File: config.mk
export PLATFORM = sky130hd
export DESIGN_NAME = axi4_cfg_slave
export DESIGN_NICKNAME = d
export VERILOG_FILES = /design/src/rtl/axi4_cfg_slave_pkg.sv /design/src/rtl/axi4_cfg_rd_engine.sv /design/src/rtl/axi4_cfg_slave.sv
export SDC_FILE = /design/constraint.sdc
export NUM_CORES = 1
export LEC_CHECK = 0
export ABC_AREA = 1
export BUFFER_PORTS_ARGS = -buffer_cell sky130_fd_sc_hd__buf_4
export CORE_ASPECT_RATIO = 2
export CORE_MARGIN = 3
export CORE_UTILIZATION = 41
export CTS_CLUSTER_DIAMETER = 40
export CTS_CLUSTER_SIZE = 10
export DETAILED_ROUTE_END_ITERATION = 7
export HOLD_SLACK_MARGIN = 0.15
export SKIP_LAST_GASP = 1
export SLEW_MARGIN = 20
export SYNTH_ARGS = -nofsm -noshare
export SYNTH_HDL_FRONTEND = slang
export SYNTH_SLANG_ARGS = --single-unit
File: constraint.sdc
create_clock -name clk -period 4.05 [get_ports clk]
set_clock_uncertainty 0.05 [all_clocks]
set_input_delay 0.2025 -clock clk [delete_from_list [all_inputs] [get_ports clk]]
set_output_delay 0.2025 -clock clk [all_outputs]
set_load 0.005 [all_outputs]
File: src/rtl/axi4_cfg_slave_pkg.sv
// Shared types and constants for the AXI4 configuration-register responder.
// Response codes and the write/read FSM state encodings live here.
package axi4_cfg_slave_pkg;

    localparam logic [1:0] AXI_RESP_OKAY_C   = 2'b00;
    localparam logic [1:0] AXI_RESP_SLVERR_C = 2'b10;

    typedef enum logic [1:0] {
        WR_IDLE    = 2'd0,
        WR_NEED_W  = 2'd1,
        WR_NEED_AW = 2'd2,
        WR_RESP    = 2'd3
    } wr_state_t;

    typedef enum logic {
        RD_IDLE = 1'b0,
        RD_DATA = 1'b1
    } rd_state_t;

endpackage

File: src/rtl/axi4_cfg_rd_engine.sv
// Read side of the configuration responder: accepts incrementing bursts and
// returns one registered beat per cycle from the register vector.
module axi4_cfg_rd_engine
    import axi4_cfg_slave_pkg::*;
#(
    parameter int AXI4_ADDR_WIDTH_P = 16,
    parameter int AXI4_DATA_WIDTH_P = 32,
    parameter int AXI4_STRB_WIDTH_P = 4,
    parameter int NR_OF_REGS_P      = 8
) (
    input  logic                                      clk,
    input  logic                                      rst_n,
    input  logic [NR_OF_REGS_P*AXI4_DATA_WIDTH_P-1:0] regs,
    input  logic [AXI4_ADDR_WIDTH_P-1:0]              araddr,
    input  logic [7:0]                                arlen,
    input  logic                                      arvalid,
    output logic                                      arready,
    output logic [AXI4_DATA_WIDTH_P-1:0]              rdata,
    output logic [1:0]                                rresp,
    output logic                                      rlast,
    output logic                                      rvalid,
    input  logic                                      rready
);

    localparam int LANE_SHIFT_C = $clog2(AXI4_STRB_WIDTH_P);

    rd_state_t                      rd_state_r;
    rd_state_t                      rd_state_s;
    logic [AXI4_DATA_WIDTH_P-1:0]   regs_a [NR_OF_REGS_P];
    logic [AXI4_ADDR_WIDTH_P-1:0]   idx_cur_r;
    logic [AXI4_ADDR_WIDTH_P-1:0]   idx_nxt_s;
    logic [7:0]                     cnt_r;
    logic [7:0]                     cnt_nxt_s;
    logic [7:0]                     len_r;
    logic [7:0]                     len_nxt_s;
    logic                           arready_r;
    logic                           rvalid_r;
    logic                           rlast_r;
    logic [1:0]                     rresp_r;
    logic [AXI4_DATA_WIDTH_P-1:0]   rdata_r;
    logic                           ar_hs_s;
    logic                           r_hs_s;
    logic                           last_hs_s;
    logic                           load_s;
    logic                           nxt_in_range_s;
    logic [AXI4_DATA_WIDTH_P-1:0]   beat_word_s;

    for (genvar k = 0; k < NR_OF_REGS_P; k++) begin : g_unpack
        assign regs_a[k] = regs[k*AXI4_DATA_WIDTH_P +: AXI4_DATA_WIDTH_P];
    end

    assign ar_hs_s   = arvalid && arready_r;
    assign r_hs_s    = rvalid_r && rready;
    assign last_hs_s = r_hs_s && (cnt_r == len_r);
    // A new beat is loaded either at burst start or after a non-final beat handshake.
    assign load_s    = ar_hs_s || (r_hs_s && !last_hs_s);

    // Next-state logic and the address/counter of the beat about to be presented
    always_comb begin
        rd_state_s = rd_state_r;
        case (rd_state_r)
            RD_IDLE: begin
                if (ar_hs_s) begin
                    rd_state_s = RD_DATA;
                end else begin
                    rd_state_s = RD_IDLE;
                end
            end
            RD_DATA: begin
                if (last_hs_s) begin
                    rd_state_s = RD_IDLE;
                end else begin
                    rd_state_s = RD_DATA;
                end
            end
            default: rd_state_s = RD_IDLE;
        endcase

        if (ar_hs_s) begin
            idx_nxt_s = araddr >> LANE_SHIFT_C;
            cnt_nxt_s = 8'd0;
            len_nxt_s = arlen;
        end else begin
            idx_nxt_s = idx_cur_r + {{(AXI4_ADDR_WIDTH_P-1){1'b0}}, 1'b1};
            cnt_nxt_s = cnt_r + 8'd1;
            len_nxt_s = len_r;
        end
    end

    // Register-bank lookup for the upcoming beat; out-of-range beats read as zero
    always_comb begin
        nxt_in_range_s = (idx_nxt_s < AXI4_ADDR_WIDTH_P'(NR_OF_REGS_P));
        beat_word_s    = '0;
        for (int k = 0; k < NR_OF_REGS_P; k++) begin
            beat_word_s = (idx_nxt_s == AXI4_ADDR_WIDTH_P'(k)) ? regs_a[k] : beat_word_s;
        end
    end

    // Burst state, beat counter and registered R-channel payload
    always_ff @(posedge clk or negedge rst_n) begin
        if (!rst_n) begin
            rd_state_r <= RD_IDLE;
            idx_cur_r  <= '0;
            cnt_r      <= 8'd0;
            len_r      <= 8'd0;
            arready_r  <= 1'b0;
            rvalid_r   <= 1'b0;
            rlast_r    <= 1'b0;
            rresp_r    <= AXI_RESP_OKAY_C;
            rdata_r    <= '0;
        end else begin
            rd_state_r <= rd_state_s;
            arready_r  <= (rd_state_s == RD_IDLE);
            if (load_s) begin
                idx_cur_r <= idx_nxt_s;
                cnt_r     <= cnt_nxt_s;
                len_r     <= len_nxt_s;
                rvalid_r  <= 1'b1;
                rlast_r   <= (cnt_nxt_s == len_nxt_s);
                rresp_r   <= nxt_in_range_s ? AXI_RESP_OKAY_C : AXI_RESP_SLVERR_C;
                rdata_r   <= nxt_in_range_s ? beat_word_s : '0;
            end else if (last_hs_s) begin
                rvalid_r  <= 1'b0;
                rlast_r   <= 1'b0;
                rresp_r   <= AXI_RESP_OKAY_C;
                rdata_r   <= '0;
            end else begin
                rvalid_r  <= rvalid_r;
                rlast_r   <= rlast_r;
            end
        end
    end

    assign arready = arready_r;
    assign rvalid  = rvalid_r;
    assign rlast   = rlast_r;
    assign rresp   = rresp_r;
    assign rdata   = rdata_r;

endmodule

File: src/rtl/axi4_cfg_slave.sv
// AXI4 configuration-register responder: single-beat strobed writes into a
// register bank, incrementing read bursts served by axi4_cfg_rd_engine.
module axi4_cfg_slave
    import axi4_cfg_slave_pkg::*;
#(
    parameter int AXI4_ID_WIDTH_P   = 2,
    parameter int AXI4_ADDR_WIDTH_P = 16,
    parameter int AXI4_DATA_WIDTH_P = 32,
    parameter int AXI4_STRB_WIDTH_P = 4,
    parameter int NR_OF_REGS_P      = 8
) (
    input  logic                                      clk,
    input  logic                                      rst_n,
    input  logic [AXI4_ADDR_WIDTH_P-1:0]              awaddr,
    input  logic                                      awvalid,
    output logic                                      awready,
    input  logic [AXI4_DATA_WIDTH_P-1:0]              wdata,
    input  logic [AXI4_STRB_WIDTH_P-1:0]              wstrb,
    input  logic                                      wlast,
    input  logic                                      wvalid,
    output logic                                      wready,
    output logic [1:0]                                bresp,
    output logic                                      bvalid,
    input  logic                                      bready,
    input  logic [AXI4_ADDR_WIDTH_P-1:0]              araddr,
    input  logic [7:0]                                arlen,
    input  logic                                      arvalid,
    output logic                                      arready,
    output logic [AXI4_ID_WIDTH_P-1:0]                rid,
    output logic [AXI4_DATA_WIDTH_P-1:0]              rdata,
    output logic [1:0]                                rresp,
    output logic                                      rlast,
    output logic                                      rvalid,
    input  logic                                      rready,
    output logic [NR_OF_REGS_P*AXI4_DATA_WIDTH_P-1:0] cfg_regs,
    output logic [NR_OF_REGS_P-1:0]                   cfg_wr
);

    localparam int LANE_SHIFT_C = $clog2(AXI4_STRB_WIDTH_P);

    wr_state_t                      wr_state_r;
    wr_state_t                      wr_state_s;
    logic [AXI4_DATA_WIDTH_P-1:0]   regs_r [NR_OF_REGS_P];
    logic [AXI4_ADDR_WIDTH_P-1:0]   awaddr_r;
    logic [AXI4_DATA_WIDTH_P-1:0]   wdata_r;
    logic [AXI4_STRB_WIDTH_P-1:0]   wstrb_r;
    logic                           awready_r;
    logic                           wready_r;
    logic                           bvalid_r;
    logic [1:0]                     bresp_r;
    logic [NR_OF_REGS_P-1:0]        cfg_wr_r;
    logic                           aw_hs_s;
    logic                           w_hs_s;
    logic                           commit_s;
    logic [AXI4_ADDR_WIDTH_P-1:0]   wr_idx_s;
    logic [AXI4_DATA_WIDTH_P-1:0]   wr_data_s;
    logic [AXI4_STRB_WIDTH_P-1:0]   wr_strb_s;
    logic                           wr_in_range_s;
    logic                           unused_wlast_s;

    function automatic logic [AXI4_DATA_WIDTH_P-1:0] merge_bytes(
        input logic [AXI4_DATA_WIDTH_P-1:0] old_word,
        input logic [AXI4_DATA_WIDTH_P-1:0] new_word,
        input logic [AXI4_STRB_WIDTH_P-1:0] strb
    );
        logic [AXI4_DATA_WIDTH_P-1:0] merged;
        merged = old_word;
        for (int i = 0; i < AXI4_STRB_WIDTH_P; i++) begin
            merged[i*8 +: 8] = strb[i] ? new_word[i*8 +: 8] : old_word[i*8 +: 8];
        end
        return merged;
    endfunction

    // Every write is a single beat, so wlast carries no information.
    assign unused_wlast_s = wlast;

    assign aw_hs_s = awvalid && awready_r;
    assign w_hs_s  = wvalid && wready_r;

    // Write FSM next state; the commit happens on the edge that enters WR_RESP
    always_comb begin
        wr_state_s = wr_state_r;
        case (wr_state_r)
            WR_IDLE: begin
                if (aw_hs_s && w_hs_s) begin
                    wr_state_s = WR_RESP;
                end else if (aw_hs_s) begin
                    wr_state_s = WR_NEED_W;
                end else if (w_hs_s) begin
                    wr_state_s = WR_NEED_AW;
                end else begin
                    wr_state_s = WR_IDLE;
                end
            end
            WR_NEED_W: begin
                if (w_hs_s) begin
                    wr_state_s = WR_RESP;
                end else begin
                    wr_state_s = WR_NEED_W;
                end
            end
            WR_NEED_AW: begin
                if (aw_hs_s) begin
                    wr_state_s = WR_RESP;
                end else begin
                    wr_state_s = WR_NEED_AW;
                end
            end
            WR_RESP: begin
                if (bready) begin
                    wr_state_s = WR_IDLE;
                end else begin
                    wr_state_s = WR_RESP;
                end
            end
            default: wr_state_s = WR_IDLE;
        endcase
    end

    // Select live bus values when a channel handshakes now, latched values otherwise
    always_comb begin
        wr_idx_s      = (aw_hs_s ? awaddr : awaddr_r) >> LANE_SHIFT_C;
        wr_data_s     = w_hs_s ? wdata : wdata_r;
        wr_strb_s     = w_hs_s ? wstrb : wstrb_r;
        wr_in_range_s = (wr_idx_s < AXI4_ADDR_WIDTH_P'(NR_OF_REGS_P));
        commit_s      = (wr_state_s == WR_RESP) && (wr_state_r != WR_RESP);
    end

    // Write-path state, channel readies, B response and the register bank
    always_ff @(posedge clk or negedge rst_n) begin
        if (!rst_n) begin
            wr_state_r <= WR_IDLE;
            awready_r  <= 1'b0;
            wready_r   <= 1'b0;
            bvalid_r   <= 1'b0;
            bresp_r    <= AXI_RESP_OKAY_C;
            cfg_wr_r   <= '0;
            awaddr_r   <= '0;
            wdata_r    <= '0;
            wstrb_r    <= '0;
            for (int k = 0; k < NR_OF_REGS_P; k++) begin
                regs_r[k] <= '0;
            end
        end else begin
            wr_state_r <= wr_state_s;
            awready_r  <= (wr_state_s == WR_IDLE) || (wr_state_s == WR_NEED_AW);
            wready_r   <= (wr_state_s == WR_IDLE) || (wr_state_s == WR_NEED_W);
            bvalid_r   <= (wr_state_s == WR_RESP);
            cfg_wr_r   <= '0;
            if (aw_hs_s) begin
                awaddr_r <= awaddr;
            end
            if (w_hs_s) begin
                wdata_r <= wdata;
                wstrb_r <= wstrb;
            end
            if (commit_s) begin
                bresp_r <= wr_in_range_s ? AXI_RESP_OKAY_C : AXI_RESP_SLVERR_C;
                for (int k = 0; k < NR_OF_REGS_P; k++) begin
                    if (wr_in_range_s && (wr_idx_s == AXI4_ADDR_WIDTH_P'(k))) begin
                        regs_r[k]   <= merge_bytes(regs_r[k], wr_data_s, wr_strb_s);
                        cfg_wr_r[k] <= 1'b1;
                    end
                end
            end
        end
    end

    for (genvar k = 0; k < NR_OF_REGS_P; k++) begin : g_flat
        assign cfg_regs[k*AXI4_DATA_WIDTH_P +: AXI4_DATA_WIDTH_P] = regs_r[k];
    end

    assign awready = awready_r;
    assign wready  = wready_r;
    assign bvalid  = bvalid_r;
    assign bresp   = bresp_r;
    assign cfg_wr  = cfg_wr_r;
    // No arid on this interface, so every read reports ID zero.
    assign rid     = '0;

    axi4_cfg_rd_engine #(
        .AXI4_ADDR_WIDTH_P (AXI4_ADDR_WIDTH_P),
        .AXI4_DATA_WIDTH_P (AXI4_DATA_WIDTH_P),
        .AXI4_STRB_WIDTH_P (AXI4_STRB_WIDTH_P),
        .NR_OF_REGS_P      (NR_OF_REGS_P)
    ) u_rd_engine (
        .clk     (clk),
        .rst_n   (rst_n),
        .regs    (cfg_regs),
        .araddr  (araddr),
        .arlen   (arlen),
        .arvalid (arvalid),
        .arready (arready),
        .rdata   (rdata),
        .rresp   (rresp),
        .rlast   (rlast),
        .rvalid  (rvalid),
        .rready  (rready)
    );

endmodule

==> metrics.md <==
| Metric | Value |
|---|---|
| R2r startpoint | u_rd_engine.arready$_DFF_PN0_ |
| Initial Utilization | 41.6% |
| Slew @ Worst Pin | 0.825 ns |
| Outcome | completed |
| Maximum number of pins on one net before global-route repair | around 130 |
| Setup_tns | 0 ns |
| Pre-antenna DRT Iters | 7 |
| CTS max path bufs | 3 |
| Top cells by area, synth | dfrtp_1 53%, nand2_1 16%, o21ai_0 7.9% |
| Design Area, Final | about 24,000 µm² |
| Area Overhead vs Synth | 31.0% |
| Max Cap Viol | 0 |
| R2R Setup Slk | 0.61 ns |
| CTS Buf Count | 49 |
| Crit path DAT | 3.84 ns |
| Main synth FF type | dfrtp_1 |
| Combinational Power Share | 16.1% |
| Die Wd | 156 µm |
| Internal power | 6.93 mW |
| First-pass GRT wire length | about 110 mm |
| NetSw | just under 3 mW |
| Synth area leader | dfrtp_1 |
| Root buffer cell | clkbuf_16 |
| Register share of total power | 43.1% |
| Element type at the critical path end | flop |
| Placed Area | 21,900 µm² |
| Row cnt | 109 |
| Initial DRC count | approximately 1,100 |
| WP data required | 4.45 ns |
| Worst hold start | awvalid |
| Most used cell, CP | nand2_1 |
| Post-DRT Antenna Nets | 0 |
| LEAKAGE | 12.5 nW |
| Max-slew headroom | 44.8% |
| Placeable Area | 44,200 µm² |
| Finished Core Util | 54.5% |
| Inst Count DP | 3,179 |
| Setup crit start | u_rd_engine.arready$_DFF_PN0_ |
| Io pins | 392 |
| CP startpoint kind | flop |
| Post-synth top area share | 53.0% |
| Port bufs | about 380 |
| Post-route minimum period | 3.44 ns |
| Worst R2R Path Depth | 15 |
| Layout cells sized above 1 | between 20 and 25% |
| Max VDD drop | 0.000299 V |
| Clock share of power | around 41% |
| Routability-driven placement congestion ratio | 0.915 |
| Hold Fails Final Rpt | 0 |
| #FFs+latches synth | 389 |
| Power per cell area | 410 nW/µm² |
| Min-Delay Endpoint | awaddr_r[12]$_DFF_PN0_ |
| Wirelength per Cell | 21.3 µm |
| Seq/Total Area, Yosys | 53.0% |
| DP HPWL | 52.0 mm |
| Final setup violation count | 0 |
| F_max | between 200 and 300 MHz |
| Number of synthesized flops with an enable pin | 0 |
| Critical path's slowest cell | clkinv_1 |
| Top post-synthesis cells by count | 785 x nand2_1, 389 x dfrtp_1, 290 x o21ai_0 |
| Final routed DRC violation total | 0 |
| Final #Nets | 2,838 |
| Final Max Tran Viols | 0 |
| Final cell count without fillers | 3,324 |
| Most frequent cell after synthesis | nand2_1 |
| Total die area | 47,500 µm² |
| Tot GR Track Use | 29.2% |
| Crit path max fanout | 52 |
| Worst min-delay path class | in2reg |
| Sink Count | 389 |
| Avg Cell Area, Syn | 7.94 µm² |
| Routed wire length | ~71 mm |
| Vias in the first global route | 17,200 |
| DR vias/cell | 5.21 |
| Crit path kind | reg2reg |
| Crit-path cells | nand2_2, buf_4, o21ai_0, o21ai_0, nor2_1, inv_1, nor2_2, inv_2, nor2_2, nand2_2, clkinv_1, nand2_1, nand3_1, nand2_1, nand2_1 |
| Via count | 17,300 |
| Total gr overflow | 0 |
| Unrepaired setup endpoints after global routing | no |
| Post-route clock period utilization | 84.9% |
| Cell area after synthesis | between 15,000 and 20,000 µm² |
| Fraction of registers with async set/reset | 100% |
| Ys Warns | 0 |
| Die span in y | 305 µm |
| CTS tree | built |
| Hold path depth | 4 |
| CTS H-tree lvls | 2 |
| Initial antenna violation count | 1 |
| Syn Inst Count | 2,314 |
| Worst-skew pair later-pin latency | around 0.57 ns |
| Crit path largest cell delay | 0.61 ns |
| Sw frac | between 20 and 30% |
| RR Endpoint | u_rd_engine.rdata[6]$_DFFE_PN0P_ |
| Library cells used by synthesis | 38 |
| Worst-path clk slew | 0.06 ns |
[per-layer routing]
metal / GRT usage (%) / wire length (µm)
met1: 32.2 / 25100
met2: 52.6 / 36900
met3: 5.92 / 4840
met4: 14.5 / 3980
met5: 0 / 0
[state kept, by name, summed over array words and instances, names as in the netlist, 2 cells and up]
register	count
cfg_regs	256
u_rd_engine.rdata	32
wdata_r	32
u_rd_engine.idx_cur_r	16
awaddr_r	14
cfg_wr	8
u_rd_engine.cnt_r	8
u_rd_engine.len_r	8
wstrb_r	4
wr_state_r	2
[kinds of logic after synthesis]
| family | after synthesis | share of synthesized area, % |
|---|---|---|
| mux | 9 | 0.490 |
| simple gates | 1184 | 28.0 |
| buf+inv | 331 | 7.20 |
| flops | 389 | 53.0 |
| xor+xnor | 14 | 0.667 |
| compound gates | 384 | 10.5 |
| fa+ha+maj | 2 | 0.136 |
| other cells | 1 | 0.0204 |
[worst max-delay path, delay by kind of cell (launching register included)]
kind            cells  cell delay [ns]
flops               1             0.39
compound gates      2             0.37
simple gates        9             1.12
buf+inv             4             1.33
[area by class of cell]
cell class,instances,area [µm²]
Antenna cell,1,2.50
Tap cell,555,694
Timing Repair Buffer,511,4120
Clock inverter,10,96.3
Fill cell,4202,20100
Multi-Input combinational cell,1597,7340
Inverter,204,766
Clock buffer,57,1330
Sequential cell,389,9730
[placed cells by master, fill, tap and decap left out, types with 5 or more instances in the layout]
master / n
dfrtp_1: 389
o21ai_0: 290
nor3_1: 11
and2_1: 32
mux2i_1: 9
xor2_1: 7
dlygate4sd3_1: 76
buf_12: 5
nand4_1: 31
clkbuf_16: 51
inv_1: 194
a21oi_1: 35
nand2_2: 10
buf_4: 428
nand3_1: 128
inv_2: 6
or2_2: 18
nor2_1: 120
nor2_4: 8
o21ai_1: 56
xnor2_1: 7
nor4_2: 5
nand3b_1: 13
nand2_1: 784
nor2_2: 9
[what timing repair did]
item                       in CTS  in global routing
gates resized for setup         0                  0
hold endpoints to repair      216                 34
buffers inserted                0                  0
setup endpoints to repair       0                  0
hold buffers                   75                  1
[power by group through the flow]
stage / clock [mW] / sequential (mW) / combinational [mW]
after floorplan: 0 / 4.29 / 0.915
after global placement: 0 / 4.30 / 1.51
after detailed placement: 0 / 4.31 / 1.54
after CTS: 4.07 / 4.25 / 1.61
after global routing: 4.24 / 4.27 / 1.74
final: 4.02 / 4.25 / 1.59
[worst max path at each step]
stage | to | slack [ns] | cells past startpoint
after CTS | u_rd_engine.rdata[6]$_DFFE_PN0P_ | 0.60 | 18
after detailed placement | u_rd_engine.rdata[6]$_DFFE_PN0P_ | 0.63 | 18
after global placement | u_rd_engine.rdata[6]$_DFFE_PN0P_ | 0.71 | 15
after floorplan | u_rd_engine.rdata[10]$_DFFE_PN0P_ | 1.67 | 20
final | u_rd_engine.rdata[6]$_DFFE_PN0P_ | 0.61 | 15
after global routing | u_rd_engine.rdata[6]$_DFFE_PN0P_ | 0.34 | 19
[metrics by stage]
| step | hold slack, ns | setup slack, ns | power, mW |
|---|---|---|---|
| 2_1_floorplan | -0.143 | 1.67 | 5.21 |
| 3_3_place_gp | 0.333 | 0.711 | 5.82 |
| 3_5_place_dp | 0.346 | 0.631 | 5.86 |
| 4_1_cts | 0.179 | 0.604 | 9.93 |
| 5_1_grt | 0.224 | 0.338 | 10.3 |
| 6_report | 0.201 | 0.613 | 9.86 |
(Power assumes the default switching activity.)
